[src/rtl/cpu_mem_arbiter.sv]
// cpu_mem_arbiter: shares one single-beat Wishbone-style master port between instruction fetch and load/store,
// giving data priority while a streak limit lets a waiting fetch through.
module cpu_mem_arbiter #(
  parameter int MAX_DSTREAK = 4
) (
  input  logic        clk_i,
  input  logic        rst_i,
  input  logic        if_req_i,
  input  logic [31:0] if_adr_i,
  input  logic        if_abort_i,
  output logic [31:0] if_dat_o,
  output logic        if_ack_o,
  input  logic        d_req_i,
  input  logic        d_we_i,
  input  logic [3:0]  d_sel_i,
  input  logic [31:0] d_adr_i,
  input  logic [31:0] d_dat_i,
  output logic [31:0] d_dat_o,
  output logic        d_ack_o,
  output logic        m_cyc_o,
  output logic        m_stb_o,
  output logic        m_we_o,
  output logic [3:0]  m_sel_o,
  output logic [31:0] m_adr_o,
  output logic [31:0] m_dat_o,
  input  logic [31:0] m_dat_i,
  input  logic        m_ack_i,
  output logic [1:0]  grant_o
);
  typedef enum logic [1:0] {IDLE = 2'b00, GNT_I = 2'b01, GNT_D = 2'b10, DRAIN = 2'b11} state_t;
  state_t state, nxt;
  logic [3:0] dstreak;
  logic pick_d, pick_i;
  always_comb begin
    pick_d = d_req_i && (!if_req_i || dstreak < 4'(MAX_DSTREAK));
    pick_i = !pick_d && if_req_i && !if_abort_i;
    nxt = state;
    unique case (state)
      IDLE:    nxt = pick_d ? GNT_D : pick_i ? GNT_I : IDLE;
      GNT_I:   nxt = m_ack_i ? IDLE : if_abort_i ? DRAIN : GNT_I;
      default: nxt = m_ack_i ? IDLE : state;
    endcase
  end
  always_ff @(posedge clk_i or posedge rst_i) begin
    if (rst_i) begin
      state   <= IDLE;
      dstreak <= '0;
      m_we_o  <= 1'b0;
      m_sel_o <= '0;
      m_adr_o <= '0;
      m_dat_o <= '0;
    end else begin
      state <= nxt;
      if (state == IDLE && pick_d) begin
        m_we_o  <= d_we_i;
        m_sel_o <= d_sel_i;
        m_adr_o <= d_adr_i;
        m_dat_o <= d_dat_i;
        dstreak <= !if_req_i ? 4'd0 : dstreak == 4'(MAX_DSTREAK) ? dstreak : dstreak + 4'd1;
      end else if (state == IDLE && pick_i) begin
        m_we_o  <= 1'b0;
        m_sel_o <= 4'hF;
        m_adr_o <= if_adr_i;
        m_dat_o <= '0;
        dstreak <= '0;
      end
    end
  end
  // A fetch aborted in its ack cycle is dropped rather than delivered.
  assign if_ack_o = state == GNT_I && m_ack_i && !if_abort_i;
  assign d_ack_o  = state == GNT_D && m_ack_i;
  assign if_dat_o = m_dat_i;
  assign d_dat_o  = m_dat_i;
  assign m_cyc_o  = state != IDLE;
  assign m_stb_o  = m_cyc_o;
  assign grant_o  = state;
endmodule

[config.mk]
export PLATFORM = sky130hd
export DESIGN_NAME = cpu_mem_arbiter
export DESIGN_NICKNAME = d
export VERILOG_FILES = /design/src/rtl/cpu_mem_arbiter.sv
export SDC_FILE = /design/constraint.sdc
export NUM_CORES = 1
export LEC_CHECK = 0
export CORE_UTILIZATION = 36
export DETAILED_ROUTE_END_ITERATION = 12
export PLACE_DENSITY = 0.81
export SLEW_MARGIN = 20
export SYNTH_ARGS = -nofsm -noshare
export SYNTH_HDL_FRONTEND = slang
export SYNTH_SLANG_ARGS = --single-unit
[constraint.sdc]
create_clock -name clk_i -period 2.7 [get_ports clk_i]
set_input_delay 0.27 -clock clk_i [delete_from_list [all_inputs] [get_ports clk_i]]
set_output_delay 0.27 -clock clk_i [all_outputs]
set_load 0.1 [all_outputs]
# == Yosys cells after proc, flatten, opt, wreduce, memory -nomap -nowiden ==
# Index checks and enable logic that the tools add are counted.
# word_totals
register_bits,75
in_bits,139
out_inout_bits,139
# classes
n_addsub,1
order_cmp,1
n_eq_ne,4
muxes,18
reduce_logical,17
# ops
operator,n
2-to-1 mux 32 bit,4
2-to-1 mux 4 bit,6
logical AND 1 bit,8
2-to-1 mux 2 bit,4
"adder 4 x 1 -> 4 bit, second input constant",1
"equality test 4 x 3 -> 1 bit, second input constant",1
"< comparator 4 x 3 -> 1 bit, second input constant",1
one-hot mux 2 bit (2 select lines),1
nonzero test 2 bit,2
zero test 1 bit,3
2-to-1 mux 1 bit,3
"!= test 3 bit, second input constant",1
nonzero test 3 bit,1
"equality test 2 x 1 -> 1 bit, second input constant",1
"equality test 2 bit, second input constant",1
zero test 2 bit,1
AND reduction 2 bit,1
logical OR 1 bit,1

# == Logic depth before layout (Yosys ltp) ==
# Gate-level depths: netlist (run 1).
# depth
depth_word,9
mapped_depth,6
ltp_nobuf,3

# == Worst setup path before layout (run 1) ==
# No wires, ideal clock.
# synth_path
path_kind,reg-to-output
start,register state[0] (netlist: grant_o[0])
end,output if_ack_o
arrival_time_ns,3.181
t_required_ns,2.430
setup_slack_ns,-0.751
stages_incl_launch_ff,3
n_path_buf,0
path_cell_list,dfrtp_1 > nand2_1 > nor3_1
# synth_between
elab_chain_cells,3
# synth_rtl
element,line,text
from (decl),31,"state_t state, nxt;"
from (signal assigned),53,state <= nxt;
equality test 2 x 1 -> 1 bit,70,assign if_ack_o = state == GNT_I && m_ack_i && !if_abort_i;
logical AND 1 bit (2 in a row),70,
to (decl),12,"output logic if_ack_o,"
# Every way passes these cells.

# == Final worst setup path (run 1) ==
# layout_path
start,register state[1] (netlist: grant_o[1])
end,register dstreak[2]
# layout_between
elab_chain_cells,4
# layout_rtl
element,line,text
zero test 2 bit (*),"54, 60",
"logical AND 1 bit, on equally long branches","54, 60",
!= test 3 bit (no line) or nonzero test 2 bit (tied branches),--,
AND reduction 2 bit (no line),--,
to (signal assigned),59,dstreak <= !if_req_i ? 4'd0 : dstreak == 4'(MAX_DSTREAK) ? dstreak : dstreak + 4'd1;
to (decl),32,logic [3:0] dstreak;
# Mark *: on every way between the ends. The rest lies on a longest branch, timed or not.
# A chain may end at the register's enable or synchronous reset.

==> results of run 1 <==
==> through the flow <==
stage	setup slack [ns]	utilization (%)	power, uW	cell area (um^2)
2_1_floorplan	0.06720	-	5696	4159
3_3_place_gp	0.4844	48.57	6193	5358
3_5_place_dp	0.4187	48.57	6257	5358
4_1_cts	0.6368	51.69	7659	5702
5_1_grt	0.5159	51.69	7886	5702
6_report	0.6284	51.69	7605	5702
==> report_power, final <==
group / switching [uW] / internal (uW)
sequential: 250 / 1500
clock: 450 / 929
combinational: 3510 / 967
==> per-layer routing <==
metal,vias up,share of wire (%),track usage [%]
met2,136,50,32.26
met1,1699,42,21.11
met4,0,1.7,7.333
met5,-,0,0
li1,1636,-,-
met3,22,6.5,4.742
==> synth_stat cells, types with 2 or more instances <==
cell type  number
nor3_1         33
o21ai_1        40
dfrtp_1        75
a31oi_2        30
a32o_1          2
buf_2           3
buf_6           8
buf_1           3
and3_1          2
clkbuf_1       21
o211ai_1       36
buf_4          65
o22ai_1         4
nand2_1        63
ha_1            2
inv_1          43
a31oi_1         2
==> critical path, cell delays in order, from the launching register on <==
cell	delay, ns
dfrtp_1	0.49
or3b_2	0.50
buf_4	0.35
nor4b_2	0.47
a32o_1	0.18
==> logic make-up after synthesis <==
group / count (synthesis) / synth area share (%)
flops: 75 / 45.18
simple gates: 104 / 11.60
buf+inv: 143 / 20.33
compound gates: 117 / 22.29
fa+ha+maj: 2 / 0.6023
==> area by class of cell <==
type | instances | area [um^2] | share of cell area, %
Clock buffer | 12 | 246.5 | 4.323
Clock inverter | 4 | 97.59 | 1.712
Inverter | 43 | 162.7 | 2.853
Multi-Input combinational cell | 223 | 1441 | 25.28
Sequential cell | 75 | 1877 | 32.92
Tap cell | 140 | 175.2 | 3.072
Timing Repair Buffer | 188 | 1702 | 29.84
==> final timing paths <==
kind,to,cells after the start
max,dstreak[2],4
max reg2reg,dstreak[2],4
min reg2reg,m_dat_o[11],2
min in group clk_i,m_dat_o[6],3
max in group asynchronous,dstreak[0],3
min,m_adr_o[13],2
==> state kept, by name, indices dropped and copies added (netlist names) <==
register	count
m_adr_o	32
m_dat_o	32
dstreak	4
m_sel_o	4
grant_o	2
m_we_o	1
==> reports/summary.txt, run 1 <==
num rows: 38
Synth area leader: dfrtp_1
wire length of the first global-routing pass: 17050 um
FF-to-FF Start: grant_o[1]
peak supply drop: 799.3 uV
CTS tree: done
Pwr Density: 1334 nW/um^2
outcome: finished clean
TNS Setup: 0 ns
via count of the first global-routing pass: 3545
Via density: 5.099
Crit. Startpoint: grant_o[1]
final worst-path cycle share: 76.73%
CTS sink count: 75
Die Ht: 109.4 um
Worst-Margin Slew: 0.7900 ns
initial antenna violation count: 0
die width: 109.4 um
post-CTS setup repair buffer count: 0
first-pass iteration count of the detailed router: 4
most frequent cells in the layout: 106 x clkdlybuf4s50_1, 80 x buf_4, 75 x dfrtp_1, 63 x nand2_1, 42 x inv_1
synth unique cells: 26
Worst-Skew Late Latency: 0.33 ns
crit-path max FO: 71
H-tree depth: 3
Nets: 681
Hold Buf Count CTS: 0
Post-Route WL: 10980 um
sequential area share after synthesis: 45.18%
largest net degree at the start of global routing: 74
max-cap violations: 0
CP Launch Type: register
Post-Synthesis Cells: 441
Core ar.: 11030 um^2
Synthesis Warnings: 0
worst hold-check path type: in -> async
CTS Buf Count: 9
syn nets: 582
DRT antenna net count: 0
Worst EP arrival: 2.33 ns
synth top area cells: dfrtp_1 45%, buf_4 12%, a31oi_2 9.0%
Peak Freq: 482.7 MHz
wire per inst: 16.03 um
hpwl dp: 7523 um
Clock Tree Buf Depth: 2
placed insts: 669
boundary pin count: 278
RSZ-0062 raised after global routing: false
endpoints failing setup: 0
Reg clk slew, reported paths: 0.06 ns
endpoint type of the worst setup path: register
R2R Setup Slk: 0.63 ns
Critical Path RT: 2.96 ns
WHS: 0.3365 ns
min cycle time layout: 2.072 ns
Initial DRC Count: 214
Resize count post-CTS: 0
commonest non-fill, non-tap cell in the layout: clkdlybuf4s50_1
relative slew slack: 47.33%
Post-Synthesis Cell Area: 4154 um^2
post-synthesis async set-or-reset flop share: 100.0%
average cell area after synthesis: 9.419 um^2
clk root buf: clkbuf_16
port bufs: 181
WS Path Type: reg -> reg
GRT Total Usage: 18.31%
Non-Filler Instances: 685
commonest register cell after synthesis: dfrtp_1
Yosys reg bits: 75
fillers: 1027
routability cong.: 0.7718
share of cells above drive strength 1: 24.59%
Hold Vio Cnt, Final: 0
Slew Viols, Final: 0
drc violations: 0
Area growth syn-to-layout: 37.26%
Lkg Pwr: 0.002541 uW
Post-synth EDFFs: 0
# diodes: 0
skew final: 0.008893 ns
Die ar.: 11970 um^2
vias after detailed routing: 3493
GRT overflow: 0
post-synth top area share: 45.18%
Initial Utilization: 37.66%
Power figures use the tool's default switching activity.
==> run 2, diff against run 1 <==
- clock period: 2.7 -> 2.02 ns (I/O delays scaled with it)
==> run 2 against run 1 <==
Against the previous run: design area rose by 1.8%; final cell count rose by 1.5%; die area did not move; sequential cell count did not move; sequential power rose by 33%; clock skew fell by 0.0045 ns; register-to-register slack got worse by 0.42 ns; non-clock buffer count rose by 11; critical path type unchanged; largest cell class unchanged.
==> reports/summary.txt, run 2 (synthesis results as in run 1) <==
TNS Setup: 0 ns
most frequent cells in the layout: 106 x clkdlybuf4s50_1, 86 x buf_4, 73 x dfrtp_1, 63 x nand2_1, 41 x inv_1
Slew Viols, Final: 0
hpwl dp: 7927 um
peak supply drop: 1029 uV
Reg clk slew, reported paths: 0.06 ns
Core ar.: 11030 um^2
CP Launch Type: register
DRT antenna net count: 0
Die Ht: 109.4 um
WS Path Type: reg -> reg
Post-Route WL: 10970 um
final worst-path cycle share: 89.91%
placed insts: 680
skew final: 0.004369 ns
clk root buf: clkbuf_16
Worst EP arrival: 2.00 ns
GRT overflow: 0
H-tree depth: 3
post-CTS setup repair buffer count: 0
max-cap violations: 0
largest net degree at the start of global routing: 76
Largest regs: m_adr_o: 32 flops, m_dat_o: 32 flops
Nets: 692
routability cong.: 0.7200
initial antenna violation count: 0
crit-path max FO: 19
# diodes: 0
CTS tree: done
Die ar.: 11970 um^2
Peak Freq: 550.6 MHz
die width: 109.4 um
Via density: 5.042
Design Area, Final: 5802 um^2
wire per inst: 15.78 um
Area after DPL: 5518 um^2
outcome: finished clean
Non-Filler Instances: 695
GRT Total Usage: 18.42%
num rows: 38
Initial DRC Count: 179
Initial Utilization: 37.66%
port bufs: 181
Hold Vio Cnt, Final: 0
Worst-Margin Slew: 0.4109 ns
Resize count post-CTS: 0
Pwr Density: 1709 nW/um^2
commonest non-fill, non-tap cell in the layout: clkdlybuf4s50_1
min cycle time layout: 1.816 ns
worst hold-check path type: in -> async
Worst-Skew Late Latency: 0.32 ns
via count of the first global-routing pass: 3451
CTS Buf Count: 9
RSZ-0062 raised after global routing: false
first-pass iteration count of the detailed router: 7
Lkg Pwr: 0.002577 uW
Clock Tree Buf Depth: 2
endpoint type of the worst setup path: register
endpoints failing setup: 0
Hold Buf Count CTS: 0
vias after detailed routing: 3504
CTS sink count: 75
share of cells above drive strength 1: 26.67%
Area growth syn-to-layout: 39.67%
Critical Path RT: 2.21 ns
drc violations: 0
wire length of the first global-routing pass: 17060 um
relative slew slack: 72.60%
boundary pin count: 278
run 2: cell types whose count changed in the layout (fill, tap and decap cells not counted), moves of 2 or more:
cell / change
buf_4: +6
buf_12: +5
clkinvlp_4: +3
bufinv_16: -2
dfrtp_1: -2
dfrtp_2: +2
run 2: routing by layer:
| layer | up-vias | share of wire (%) | track usage [%] |
|---|---|---|---|
| met5 | - | 0 | 0 |
| met4 | 0 | 0.69 | 5.619 |
| met3 | 8 | 6.7 | 5.098 |
| met2 | 129 | 51 | 31.58 |
| met1 | 1708 | 42 | 22.44 |
| li1 | 1659 | - | - |
run 2: layout make-up:
type	count	area [um^2]
sequential	75	1879
clock buffer	10	229.0
timing repair buffer	199	1847
clock inverter	5	55.05
tap	140	175.2
multi-input combinational	223	1448
inverter	43	168.9
fill	990	5229
run 2: final timing paths:
kind	endpoint	cells after the start	slack, ns	from
worst max-delay path	m_adr_o[6]	4	0.20	grant_o[0]
worst max register to register	m_adr_o[6]	4	0.20	grant_o[0]
max in group asynchronous	m_sel_o[0]	3	1.35	rst_i
worst min register to register	m_dat_o[16]	2	0.53	m_dat_o[16]
worst min-delay path	m_dat_o[12]	3	0.35	rst_i
min in group clk_i	d_dat_o[29]	0	0.40	m_dat_i[29]
run 2: stage by stage:
step	worst slack [ns]	utilization, %	power [uW]	hold slack, ns
2_1_floorplan	0.05461	-	7623	0.2790
3_3_place_gp	0.001182	50.02	8356	0.4050
3_5_place_dp	-0.03259	50.02	8437	0.4050
4_1_cts	0.2017	52.60	10010	0.3621
5_1_grt	0.1183	52.60	10320	0.3915
6_report	0.2038	52.60	9916	0.3478
run 2: power breakdown:
| part | internal (uW) | total, uW | switching [uW] | leakage (uW) |
|---|---|---|---|---|
| sequential | 2010 | 2330 | 313 | 0.000905 |
| combinational | 1350 | 6060 | 4710 | 0.00154 |
| clock | 945 | 1530 | 584 | 0.000134 |
| total | 4310 | 9920 | 5610 | 0.00258 |
run 2: worst max-delay path, cell delays in order, from the launching register on:
cell and delay [ns]:
dfrtp_2 0.41, or4b_2 0.82, buf_4 0.27, nand2_1 0.10, a31oi_2 0.09
==> run 3, diff against run 2 <==
- CORE_ASPECT_RATIO: not set -> 1.4
- HOLD_SLACK_MARGIN: not set -> 0.03
==> run 3 against run 2 <==
Against the previous run: via count about the same; fmax down 1.3%; utilization down 0.89 points; register-to-register slack worse by 0.02 ns; sequential power about the same; clock skew up 0.0043 ns; first-iteration DRC count down 40%; power up 2.1%; setup slack worse by 0.023 ns; final cell count up 1.0%; critical path type unchanged; largest cell class unchanged.
==> reports/summary.txt, run 3 (synthesis results as in run 1) <==
crit-path max FO: 26
Nets: 694
peak supply drop: 974.3 uV
post-CTS setup repair buffer count: 0
via count of the first global-routing pass: 3750
final worst slack: 0.1808 ns
num rows: 46
dpl ws: -0.007479 ns
Pwr Density: 1736 nW/um^2
Slew Viols, Final: 0
worst hold-check path type: in -> async
Worst EP arrival: 2.04 ns
RSZ-0062 raised after global routing: false
first-pass iteration count of the detailed router: 4
CP Launch Type: register
Hold Buf Count CTS: 0
most frequent cells in the layout: 106 x clkdlybuf4s50_1, 90 x buf_4, 73 x dfrtp_1, 63 x nand2_1, 41 x inv_1
skew final: 0.008643 ns
Resize count post-CTS: 0
routability cong.: 0.7198
Area growth syn-to-layout: 40.42%
Lkg Pwr: 0.002600 uW
relative slew slack: 62.99%
min cycle time layout: 1.839 ns
# diodes: 0
fillers: 1052
Die ar.: 11980 um^2
total design power: 10130 uW
sequential cell area: 1879 um^2
Worst-Margin Slew: 0.5551 ns
WS Path Type: reg -> reg
Largest regs: m_adr_o: 32 flops, m_dat_o: 32 flops
wire per inst: 16.35 um
Hold Vio Cnt, Final: 0
Clock Tree Buf Depth: 2
die width: 92.79 um
final worst-path cycle share: 91.05%
Initial DRC Count: 107
hpwl dp: 8507 um
max-cap violations: 0
H-tree depth: 3
port bufs: 181
vias after detailed routing: 3505
Post-Route WL: 11480 um
clk root buf: clkbuf_16
Initial Utilization: 36.82%
GRT Total Usage: 19.39%
Die Ht: 129.1 um
initial antenna violation count: 0
Reg clk slew, reported paths: 0.06 ns
GRT overflow: 0
Peak Freq: 543.7 MHz
endpoints failing setup: 0
Core ar.: 11280 um^2
multi-input combinational cell area: 1448 um^2
largest net degree at the start of global routing: 51
CTS Buf Count: 9
CTS tree: done
endpoint type of the worst setup path: register
Worst-Skew Late Latency: 0.33 ns
commonest non-fill, non-tap cell in the layout: clkdlybuf4s50_1
Via density: 4.993
Critical Path RT: 2.22 ns
share of cells above drive strength 1: 26.88%
DRT antenna net count: 0
CTS sink count: 75
drc violations: 0
outcome: finished clean
wire length of the first global-routing pass: 18080 um
boundary pin count: 278
## run 3: cell count changes in the layout (fill, tap and decap cells not counted)
| cell | before | now |
|---|---|---|
| clkbuf_8 | 0 | 1 |
| clkbuf_1 | 1 | 2 |
| clkinvlp_4 | 4 | 2 |
| clkinv_4 | 0 | 1 |
| buf_4 | 86 | 90 |
| bufinv_16 | 1 | 2 |
| clkinv_2 | 2 | 1 |
| buf_12 | 7 | 5 |
## run 3: routing by layer
layer / vias to the layer above / GRT usage (%) / part of all wire (%)
li1: 1652 / - / -
met1: 1663 / 20.45 / 36
met2: 133 / 34.39 / 53
met3: 57 / 4.871 / 6.4
met4: 0 / 12.04 / 4.8
met5: - / 0 / 0
## run 3: power by group
group	internal (uW)	leakage, uW	switching (uW)
Combinational	1350	0.00154	4730
Clock	1120	0.000157	598
Sequential	2010	0.000905	318
## run 3: worst paths after layout
path,from,to,slack [ns],depth (start not counted)
max reg2reg,grant_o[0],m_dat_o[5],0.18,4
max,grant_o[0],m_dat_o[5],0.18,4
min,rst_i,m_adr_o[28],0.35,3
min reg2reg,m_dat_o[21],m_dat_o[21],0.53,2
max in group asynchronous,rst_i,m_dat_o[22],1.28,3
min in group clk_i,m_dat_i[4],if_dat_o[4],0.40,0
## run 3: through the flow
step / cells / hold WS, ns / instance area [um^2] / TNS, ns / utilization [%]
3_5_place_dp: 686 / 0.4051 / 5513 / -0.009487 / 48.87
2_1_floorplan: 441 / 0.2790 / 4175 / 0 / -
4_1_cts: 702 / 0.3647 / 5833 / 0 / 51.71
3_3_place_gp: 686 / 0.4051 / 5513 / 0 / 48.87
6_report: 702 / 0.3528 / 5833 / 0 / 51.71
5_1_grt: 702 / 0.3898 / 5833 / 0 / 51.71
## run 3: area by class of cell
class                   instances  area share, %
flip-flops and latches         75          32.22
repair buffers                201          31.49
multi-input cells             223          24.82
clock buffers                  12          4.226
well taps                     144          3.089
inverters                      43          2.896
clock inverters                 4          1.266
## run 3: critical path, cell delays in order (launching register included)
cell      delay, ns
dfrtp_2        0.41
or4b_2         0.78
buf_4          0.27
o211ai_1       0.13
o21ai_1        0.11
